`config.mk`:
```
export PLATFORM = sky130hd
export DESIGN_NAME = pipe_ctrl
export DESIGN_NICKNAME = d
export VERILOG_FILES = /design/src/rtl/pipe_pkg.sv /design/src/rtl/hazard_det.sv /design/src/rtl/pipe_ctrl.sv
export SDC_FILE = /design/constraint.sdc
export NUM_CORES = 1
export LEC_CHECK = 0
export ABC_CLOCK_PERIOD_IN_PS = 2400
export BUFFER_PORTS_ARGS = -buffer_cell sky130_fd_sc_hd__buf_2
export CORE_MARGIN = 3
export CORE_UTILIZATION = 35
export DETAILED_ROUTE_END_ITERATION = 7
export SLEW_MARGIN = 20
export SYNTH_ARGS = -nofsm -noshare
export SYNTH_HDL_FRONTEND = slang
export SYNTH_SLANG_ARGS = --single-unit
```
`constraint.sdc`:
```
create_clock -name clk -period 2.4 [get_ports clk]
set_input_delay 0.48 -clock clk [delete_from_list [all_inputs] [get_ports clk]]
set_output_delay 0.48 -clock clk [all_outputs]
set_load 0.02 [all_outputs]
```
`src/rtl/pipe_pkg.sv`:
```
// Shared definitions for the pipeline controller: the control-state
// encoding plus the default register-address and counter widths.
package pipe_pkg;

    localparam int REG_ADDR_W = 6;
    localparam int CNT_W      = 8;
    localparam int PERF_W     = 16;

    typedef enum logic [1:0] {
        ST_RUN,
        ST_MEM_WAIT,
        ST_DRAIN,
        ST_HALTED
    } pipe_state_e;

endpackage

```
`src/rtl/hazard_det.sv`:
```
// Load-use hazard detector: flags an ID-stage instruction that reads the
// register a load currently in EX is about to write.
module hazard_det
    import pipe_pkg::*;
#(
    parameter int ADDR_W = REG_ADDR_W
) (
    input  logic [ADDR_W-1:0] i_id_rs1,
    input  logic [ADDR_W-1:0] i_id_rs2,
    input  logic              i_id_rs1_used,
    input  logic              i_id_rs2_used,
    input  logic              i_ex_valid,
    input  logic              i_ex_is_load,
    input  logic [ADDR_W-1:0] i_ex_write_addr,
    output logic              o_hazard
);

    logic w_rs1_match;
    logic w_rs2_match;

    assign w_rs1_match = i_id_rs1_used && (i_id_rs1 == i_ex_write_addr);
    assign w_rs2_match = i_id_rs2_used && (i_id_rs2 == i_ex_write_addr);
    assign o_hazard    = i_ex_valid && i_ex_is_load && (w_rs1_match || w_rs2_match);

endmodule

```
`src/rtl/pipe_ctrl.sv`:
```
// Pipeline stall/halt controller. Handles load-use bubbles, data-memory
// wait states with a timeout, and a halt that drains the back end before
// stopping the core. Optional stall-cycle performance counter is built
// when the PIPE_PERF_EN macro is defined.
module pipe_ctrl
    import pipe_pkg::*;
#(
    parameter int ADDR_W    = REG_ADDR_W,
    parameter int TIMEOUT   = 15,
    parameter int DRAIN_CYC = 3
) (
    input  logic              clk,
    input  logic              rst_n,
    input  logic [ADDR_W-1:0] id_rs1,
    input  logic [ADDR_W-1:0] id_rs2,
    input  logic              id_rs1_used,
    input  logic              id_rs2_used,
    input  logic              ex_valid,
    input  logic              ex_is_load,
    input  logic [ADDR_W-1:0] ex_write_addr,
    input  logic              id_halt,
    input  logic              mem_req,
    input  logic              mem_ready,
    output logic              if_freeze,
    output logic              id_freeze,
    output logic              freeze,
    output logic              ld_inst_halt,
    output logic              core_halted,
    output logic              mem_err
`ifdef PIPE_PERF_EN
    ,
    output logic [PERF_W-1:0] stall_cycles
`endif
);

    localparam logic [CNT_W-1:0] TIMEOUT_C = CNT_W'(TIMEOUT);
    localparam logic [CNT_W-1:0] DRAIN_C   = CNT_W'(DRAIN_CYC);
    localparam logic [CNT_W-1:0] ONE_C     = CNT_W'(1);

    pipe_state_e      r_state;
    pipe_state_e      w_next;
    logic [CNT_W-1:0] r_cnt;
    logic [CNT_W-1:0] w_cnt_next;
    logic             r_mem_err;
    logic             w_err_next;

    logic w_hazard;
    logic w_mem_stall;
    logic w_if_freeze;
    logic w_id_freeze;
    logic w_freeze;
    logic w_ld_inst_halt;
    logic w_core_halted;

    hazard_det #(
        .ADDR_W(ADDR_W)
    ) u_hazard_det (
        .i_id_rs1        (id_rs1),
        .i_id_rs2        (id_rs2),
        .i_id_rs1_used   (id_rs1_used),
        .i_id_rs2_used   (id_rs2_used),
        .i_ex_valid      (ex_valid),
        .i_ex_is_load    (ex_is_load),
        .i_ex_write_addr (ex_write_addr),
        .o_hazard        (w_hazard)
    );

    // A request answered in the same cycle never counts as a stall.
    assign w_mem_stall = mem_req && !mem_ready;

    // State, shared wait/drain counter and sticky error flag.
    always_ff @(posedge clk or negedge rst_n) begin
        if (!rst_n) begin
            r_state   <= ST_RUN;
            r_cnt     <= '0;
            r_mem_err <= 1'b0;
        end else begin
            r_state   <= w_next;
            r_cnt     <= w_cnt_next;
            r_mem_err <= w_err_next;
        end
    end

    // Next state and freeze outputs; memory stall beats hazard beats halt.
    always_comb begin
        w_next         = r_state;
        w_cnt_next     = r_cnt;
        w_err_next     = r_mem_err;
        w_if_freeze    = 1'b0;
        w_id_freeze    = 1'b0;
        w_freeze       = 1'b0;
        w_ld_inst_halt = 1'b0;
        w_core_halted  = 1'b0;
        case (r_state)
            ST_RUN: begin
                if (w_mem_stall) begin
                    w_if_freeze = 1'b1;
                    w_id_freeze = 1'b1;
                    w_freeze    = 1'b1;
                    w_next      = ST_MEM_WAIT;
                    w_cnt_next  = ONE_C;
                end else if (w_hazard) begin
                    w_if_freeze    = 1'b1;
                    w_id_freeze    = 1'b1;
                    w_ld_inst_halt = 1'b1;
                end else if (id_halt) begin
                    w_if_freeze = 1'b1;
                    w_id_freeze = 1'b1;
                    w_cnt_next  = DRAIN_C;
                    w_next      = ST_DRAIN;
                end
            end
            ST_MEM_WAIT: begin
                if (mem_ready) begin
                    w_next     = ST_RUN;
                    w_cnt_next = '0;
                end else begin
                    w_if_freeze = 1'b1;
                    w_id_freeze = 1'b1;
                    w_freeze    = 1'b1;
                    if (r_cnt >= TIMEOUT_C) begin
                        w_next     = ST_HALTED;
                        w_err_next = 1'b1;
                        w_cnt_next = '0;
                    end else begin
                        w_cnt_next = r_cnt + ONE_C;
                    end
                end
            end
            ST_DRAIN: begin
                w_if_freeze = 1'b1;
                w_id_freeze = 1'b1;
                if (w_mem_stall) begin
                    w_freeze = 1'b1;
                end else if (r_cnt <= ONE_C) begin
                    w_next     = ST_HALTED;
                    w_cnt_next = '0;
                end else begin
                    w_cnt_next = r_cnt - ONE_C;
                end
            end
            ST_HALTED: begin
                w_if_freeze   = 1'b1;
                w_id_freeze   = 1'b1;
                w_freeze      = 1'b1;
                w_core_halted = 1'b1;
            end
            default: begin
                w_next     = ST_RUN;
                w_cnt_next = '0;
            end
        endcase
    end

    assign if_freeze    = rst_n && w_if_freeze;
    assign id_freeze    = rst_n && w_id_freeze;
    assign freeze       = rst_n && w_freeze;
    assign ld_inst_halt = rst_n && w_ld_inst_halt;
    assign core_halted  = rst_n && w_core_halted;
    assign mem_err      = rst_n && r_mem_err;

`ifdef PIPE_PERF_EN
    logic [PERF_W-1:0] r_stall_cycles;

    // Count fetch-frozen cycles while the core is still live, saturating.
    always_ff @(posedge clk or negedge rst_n) begin
        if (!rst_n) begin
            r_stall_cycles <= '0;
        end else if (w_if_freeze && (r_state != ST_HALTED) && (r_stall_cycles != '1)) begin
            r_stall_cycles <= r_stall_cycles + PERF_W'(1);
        end
    end

    assign stall_cycles = r_stall_cycles;
`endif

endmodule

```
Word level (Yosys, flattened, before mapping)
Cells that the tools add are included.
{"block": "op_classes", "n_addsub": 2, "n_lt_le_gt_ge": 2, "n_eq_ne": 10, "mux": 27, "n_bitwise": 1, "reduce_logical": 19}
{"operator": "$mux W8", "n": 7}
{"operator": "$pmux W8 S3", "n": 1}
{"operator": "$mux W2", "n": 7}
{"operator": "$eq A6 B6 Y1", "n": 2}
{"operator": "$logic_and A1 B1 Y1", "n": 10}
{"operator": "$mux W1", "n": 9}
{"operator": "$ne A3 B3 Y1 const B", "n": 3}
{"operator": "$add A8 B1 Y8 const B", "n": 1}
{"operator": "$ge A8 B4 Y1 const B", "n": 1}
{"operator": "$le A8 B1 Y1 const B", "n": 1}
{"operator": "$sub A8 B1 Y8 const B", "n": 1}
{"operator": "$pmux W1 S3", "n": 2}
{"operator": "$pmux W2 S3", "n": 1}
{"operator": "$reduce_and A6 Y1", "n": 1}
{"operator": "$eq A2 B2 Y1 const B", "n": 2}
{"operator": "$ne A2 B2 Y1 const B", "n": 2}
{"operator": "$reduce_and A4 Y1", "n": 1}
{"operator": "$reduce_or A2 Y1", "n": 2}
{"operator": "$reduce_and A3 Y1", "n": 1}
{"operator": "$reduce_bool A3 Y1", "n": 1}
{"operator": "$eq A2 B1 Y1 const B", "n": 1}
{"operator": "$logic_not A2 Y1", "n": 1}
{"operator": "$logic_not A1 Y1", "n": 1}
{"operator": "$logic_or A1 B1 Y1", "n": 1}
{"operator": "$not A1 Y1", "n": 1}
{"block": "totals", "register_bits": 11, "input_bits": 27, "out_inout_bits": 6, "wordCells": 64}

Logic depth before layout (Yosys ltp)
{"block": "depth", "depth_word": 8, "mapped_depth": 8, "mapped_depth_nobuf": 8}

Hierarchy
A second synthesis with hierarchy kept.
{"block": "unflattened", "cells_unflattened": 123, "area_unflattened_um2": 1151.1}
{"mod": "pipe_ctrl", "instances": 1, "cells_each": 106, "area_each_um2": 1011.0, "seq_area_each_um2": 275.3}
{"mod": "hazard_det", "instances": 1, "cells_each": 17, "area_each_um2": 140.1, "seq_area_each_um2": 0.0}

Least setup slack after synthesis
Ideal clock, no wire load.
{"block": "synth_timing", "path_type": "input to output", "startpoint": "input port ex_write_addr[2]", "endpoint": "output port ld_inst_halt", "arrival_time_ps": 1817, "required_time_ps": 1920, "slack_ps": 103, "cell_stages": 5, "n_path_buf": 0, "cell_sequence": "xnor2_1 nand4_1 o22a_1 nand3b_1 nor4bb_1"}
{"block": "synth_between", "elab_chain_len": 8, "elab_cells_between_ends": 10, "cone_classes": "eq/ne: 2; mux: 3; reduce/logical: 5"}
{"element": "start: declaration", "line_no": "pipe_ctrl.sv:20", "rtl": "input logic [ADDR_W-1:0] ex_write_addr,"}
{"element": "$eq A6 B6 Y1, on equally long branches", "line_no": "hazard_det.sv:21, hazard_det.sv:22"}
{"element": "$logic_and A1 B1 Y1, on equally long branches", "line_no": "hazard_det.sv:21, hazard_det.sv:22"}
{"element": "$logic_or A1 B1 Y1 (*)", "line_no": "hazard_det.sv:23", "rtl": "assign o_hazard = i_ex_valid && i_ex_is_load && (w_rs1_match || w_rs2_match);"}
{"element": "$logic_and A1 B1 Y1 (*)", "line_no": "hazard_det.sv:23"}
{"element": "$mux W1 (*)", "line_no": "pipe_ctrl.sv:102", "rtl": "end else if (w_hazard) begin"}
{"element": "$mux W1 (*)", "line_no": "pipe_ctrl.sv:96", "rtl": "if (w_mem_stall) begin"}
{"element": "$mux W1 (*)", "line_no": "pipe_ctrl.sv:94", "rtl": "case (r_state)"}
{"element": "$logic_and A1 B1 Y1 (*)", "line_no": "pipe_ctrl.sv:158", "rtl": "assign ld_inst_halt = rst_n && w_ld_inst_halt;"}
{"element": "end: declaration", "line_no": "pipe_ctrl.sv:27", "rtl": "output logic ld_inst_halt,"}
Mark *: on every way between the ends. The rest lies on a longest branch, timed or not.

Worst setup path after layout
{"block": "layout_timing", "startpoint": "register r_state[1]", "endpoint": "output port if_freeze"}
{"block": "layout_between", "elab_chain_len": 4, "elab_cells_between_ends": 7, "cone_classes": "eq/ne: 3; mux: 1; reduce/logical: 3"}
{"element": "start: declaration", "line_no": "pipe_ctrl.sv:40", "rtl": "pipe_state_e r_state;"}
{"element": "start signal: assignment", "line_no": "pipe_ctrl.sv:78", "rtl": "r_state <= w_next;"}
{"element": "$eq A2 B2 Y1", "line_no": "pipe_ctrl.sv:94"}
{"element": "$reduce_or A2 Y1 (no line)"}
{"element": "$pmux W1 S3 (*)", "line_no": "pipe_ctrl.sv:94"}
{"element": "$logic_and A1 B1 Y1 (*)", "line_no": "pipe_ctrl.sv:155", "rtl": "assign if_freeze = rst_n && w_if_freeze;"}
{"element": "end: declaration", "line_no": "pipe_ctrl.sv:24", "rtl": "output logic if_freeze,"}
Marks and branches as above.

==> impl_metrics.csv <==
group,metric,value,unit
run_status,outcome,"finished, final reports clean",
placed_design,io_buffers,32,
critical_path,required,1.92,ns
cells_and_area,layout-drive-gt1-share,29.1,%
logic_synthesis,synth_top_flop_cell,"dfrtp_1",
cells_and_area,num-nets-final,194,
global_route,grt_antenna_before_repair,0,
timing,holdWs,0.0966,ns
drt,wl,2.45,mm
critical_path,cp-end-kind,"output pin",
drt,post_drt_wl_per_cell,13.0,um
clocking,worstSkewPairLatency,0.28,ns
clocking,htreeDepth,1,
logic_synthesis,syn_inst,124,
critical_path,worst-setup-path-type,"flop to output pin",
timing,setup_viol,0,
drt,drt_pass1_iterations,4,
timing,skew,0.00442,ns
global_route,overflow,0,
timing,worst_slew_pin_slew,0.418,ns
global_route,grt_usage,13.8,%
cells_and_area,antenna_cells,0,
clocking,cts_hold_buf,0,
logic_synthesis,synth_nets,159,
logic_synthesis,yosysWarningCount,0,
timing,slew_headroom,72.0,%
floorplan,die_x,61.1,um
cells_and_area,layout_common_cells,"buf_2 (32), xnor2_1 (12), dfrtp_1 (11)",
drt,vias_per_cell,5.43,
floorplan,start_util,37.6,%
drt,via_count,1026,
floorplan,die_y,61.1,um
critical_path,worstPathCellList,"inv_1, ha_1, nor2b_2, o41ai_2, a21oi_1, buf_2",
placed_design,dp_hpwl,1.90,mm
timing,fmax,0.449,GHz
global_route,grt_max_degree,17,
drt,drt-initial-drc-count,35,
logic_synthesis,synth_top_area_cell,"dfrtp_1",
critical_path,cp_max_fo,6,
flow_run,drv_cap,0,
critical_path,crit_family,"flip-flops",
timing,drv_slew,0,
global_route,grt_pass1_vias,945,
logic_synthesis,synth_seq_cells,11,
cells_and_area,fillers,281,
critical_path,r2r_setup_slack,0.20,ns
floorplan,core-area,0.00283,mm^2
pwr,p_per_area,1220,mW/mm^2
critical_path,critical_path_buf_inv_count,2,
cells_and_area,areaGrowthSynthToFinish,21.4,%
global_route,met2_usage,23.0,%
drt,drc_errors,0,
pwr,leakage,0.598,nW
global_route,top_usage_layer,"met2",
clocking,cts_buffers,3,
timing,rsz0062_at_grt,"false",
clocking,cts_buffer_depth,2,
cells_and_area,mostFrequentLayoutCell,"buf_2",
timing,period_minus_slack,2.23,ns
hold_path,hold_class,"input port to asynchronous set/reset pin",
logic_synthesis,ys_types,38,
critical_path,max_stage_delay,0.42,ns
timing,fin_tns_setup,0,ns
placed_design,routabilityCongestion,0.852,
clocking,cts_resized,0,
floorplan,dieArea,0.00374,mm^2
global_route,met3_usage,1.89,%
floorplan,ios,33,
logic_synthesis,avgSynthCellArea,8.58,um^2
global_route,grtUsageMet1,17.8,%
timing,hold_violations,0,
logic_synthesis,synth-seq-area-share,25.9,%
clocking,cts_sinks,11,
critical_path,crit_slowest_cell,"dfrtp_1",
global_route,grt_pass1_wl,3.90,mm
critical_path,crit_path_start_kind,"flop",
floorplan,rows,19,
clocking,clockRootBuffer,"clkbuf_4",
logic_synthesis,synthDominantCellAreaShare,25.9,%
pwr,ir_drop,509,uV
clocking,tritoncts,"done",
timing,period_share,92.9,%
clocking,cts_setup_buffers,0,
logic_synthesis,synth_edf_count,0,
drt,drt.antenna.violating_nets,0,
logic_synthesis,syn-cell-area,0.00106,mm^2
clocking,path_clk_slew,0.07,ns
critical_path,arrival,1.75,ns
logic_synthesis,yosys-top-cells-area,"dfrtp_1 (26%), xnor2_1 (9.9%), ha_1 (9.4%)",
logic_synthesis,synthArstFlopShare,100,%
[metal layers]
layer,vias to the layer above,part of all wire (%)
li1,518,-
met1,474,48
met2,29,46
met3,5,5.1
met4,0,1.5
met5,-,0
[synthesized netlist by cell type, types with 2 or more instances]
master and count:
xor2_1 2, nor2b_1 2, inv_1 6, buf_2 3
o21ai_0 9, xnor2_1 12, a21o_1 2, nand4_1 4
a21oi_1 7, a22oi_1 2, and2_1 3, nand2b_1 2
nor2_1 9, nand3_1 4, nand2_1 6, o31ai_1 3
dfrtp_1 11, ha_1 8, or4_1 2, nor3_1 4
a211oi_1 2, mux2_2 2, nand3b_1 3, o21ai_1 2
[sequential cells by signal (all words and copies together), names as in the netlist]
| register | cells |
|---|---|
| r_state | 2 |
| r_cnt | 8 |
| r_mem_err | 1 |
[power breakdown]
part / switching, mW / leakage, nW / internal (mW)
clock: 0.0666 / 0.0150 / 0.0645
sequential: 0.105 / 0.141 / 0.264
combinational: 0.626 / 0.442 / 0.450
[path summary, 6_finish.rpt]
| kind | from | to | cells past startpoint |
|---|---|---|---|
| worst max-delay path | r_state[1]$_DFFE_PN0P_ | if_freeze | 6 |
| worst min-delay path | rst_n | r_cnt[1]$_DFFE_PN0P_ | 1 |
| worst max register to register | r_cnt[0]$_DFFE_PN0P_ | r_cnt[6]$_DFFE_PN0P_ | 7 |
| worst min register to register | r_mem_err$_DFFE_PN0P_ | r_mem_err$_DFFE_PN0P_ | 1 |
| max in group asynchronous | rst_n | r_mem_err$_DFFE_PN0P_ | 1 |
| min in group clk | r_mem_err$_DFFE_PN0P_ | r_mem_err$_DFFE_PN0P_ | 1 |
[layout make-up]
type,instances,area (um^2),area share (%)
multi-input cells,103,753,58.3
flip-flops and latches,11,275,21.3
repair buffers,34,175,13.6
well taps,31,38.8,3.00
clock buffers,4,26.3,2.03
inverters,6,22.5,1.74
[cells by family after synthesis]
kind of cell	synth area share, %
simple gates	25.2
compound gates	21.6
xor+xnor	11.5
flops	25.9
buf+inv	4.23
fa+ha+maj	9.41
mux	2.12
[per-stage QoR]
stage | power [mW] | instance area [um^2] | setup WS (ns) | util (%) | std cells
after detailed placement | 1.43 | 1250 | 0.186 | 44.4 | 185
after CTS | 1.57 | 1280 | 0.0615 | 45.3 | 189
after floorplan | 1.19 | 1060 | 0.103 | - | 124
final | 1.58 | 1290 | 0.171 | 45.6 | 189
after global placement | 1.41 | 1250 | 0.214 | 44.4 | 185
after global routing | 1.74 | 1290 | 0.0216 | 45.6 | 189
[worst register-to-register path, cell delays in order, from the launching register on]
cell and delay (ns):
dfrtp_1 0.48, inv_1 0.10, ha_1 0.26, or2_4 0.27, a31oi_4 0.27, nand2_4 0.12, or4_1 0.48, o21ai_1 0.14
Note: power is estimated with default switching activity, not from simulation.
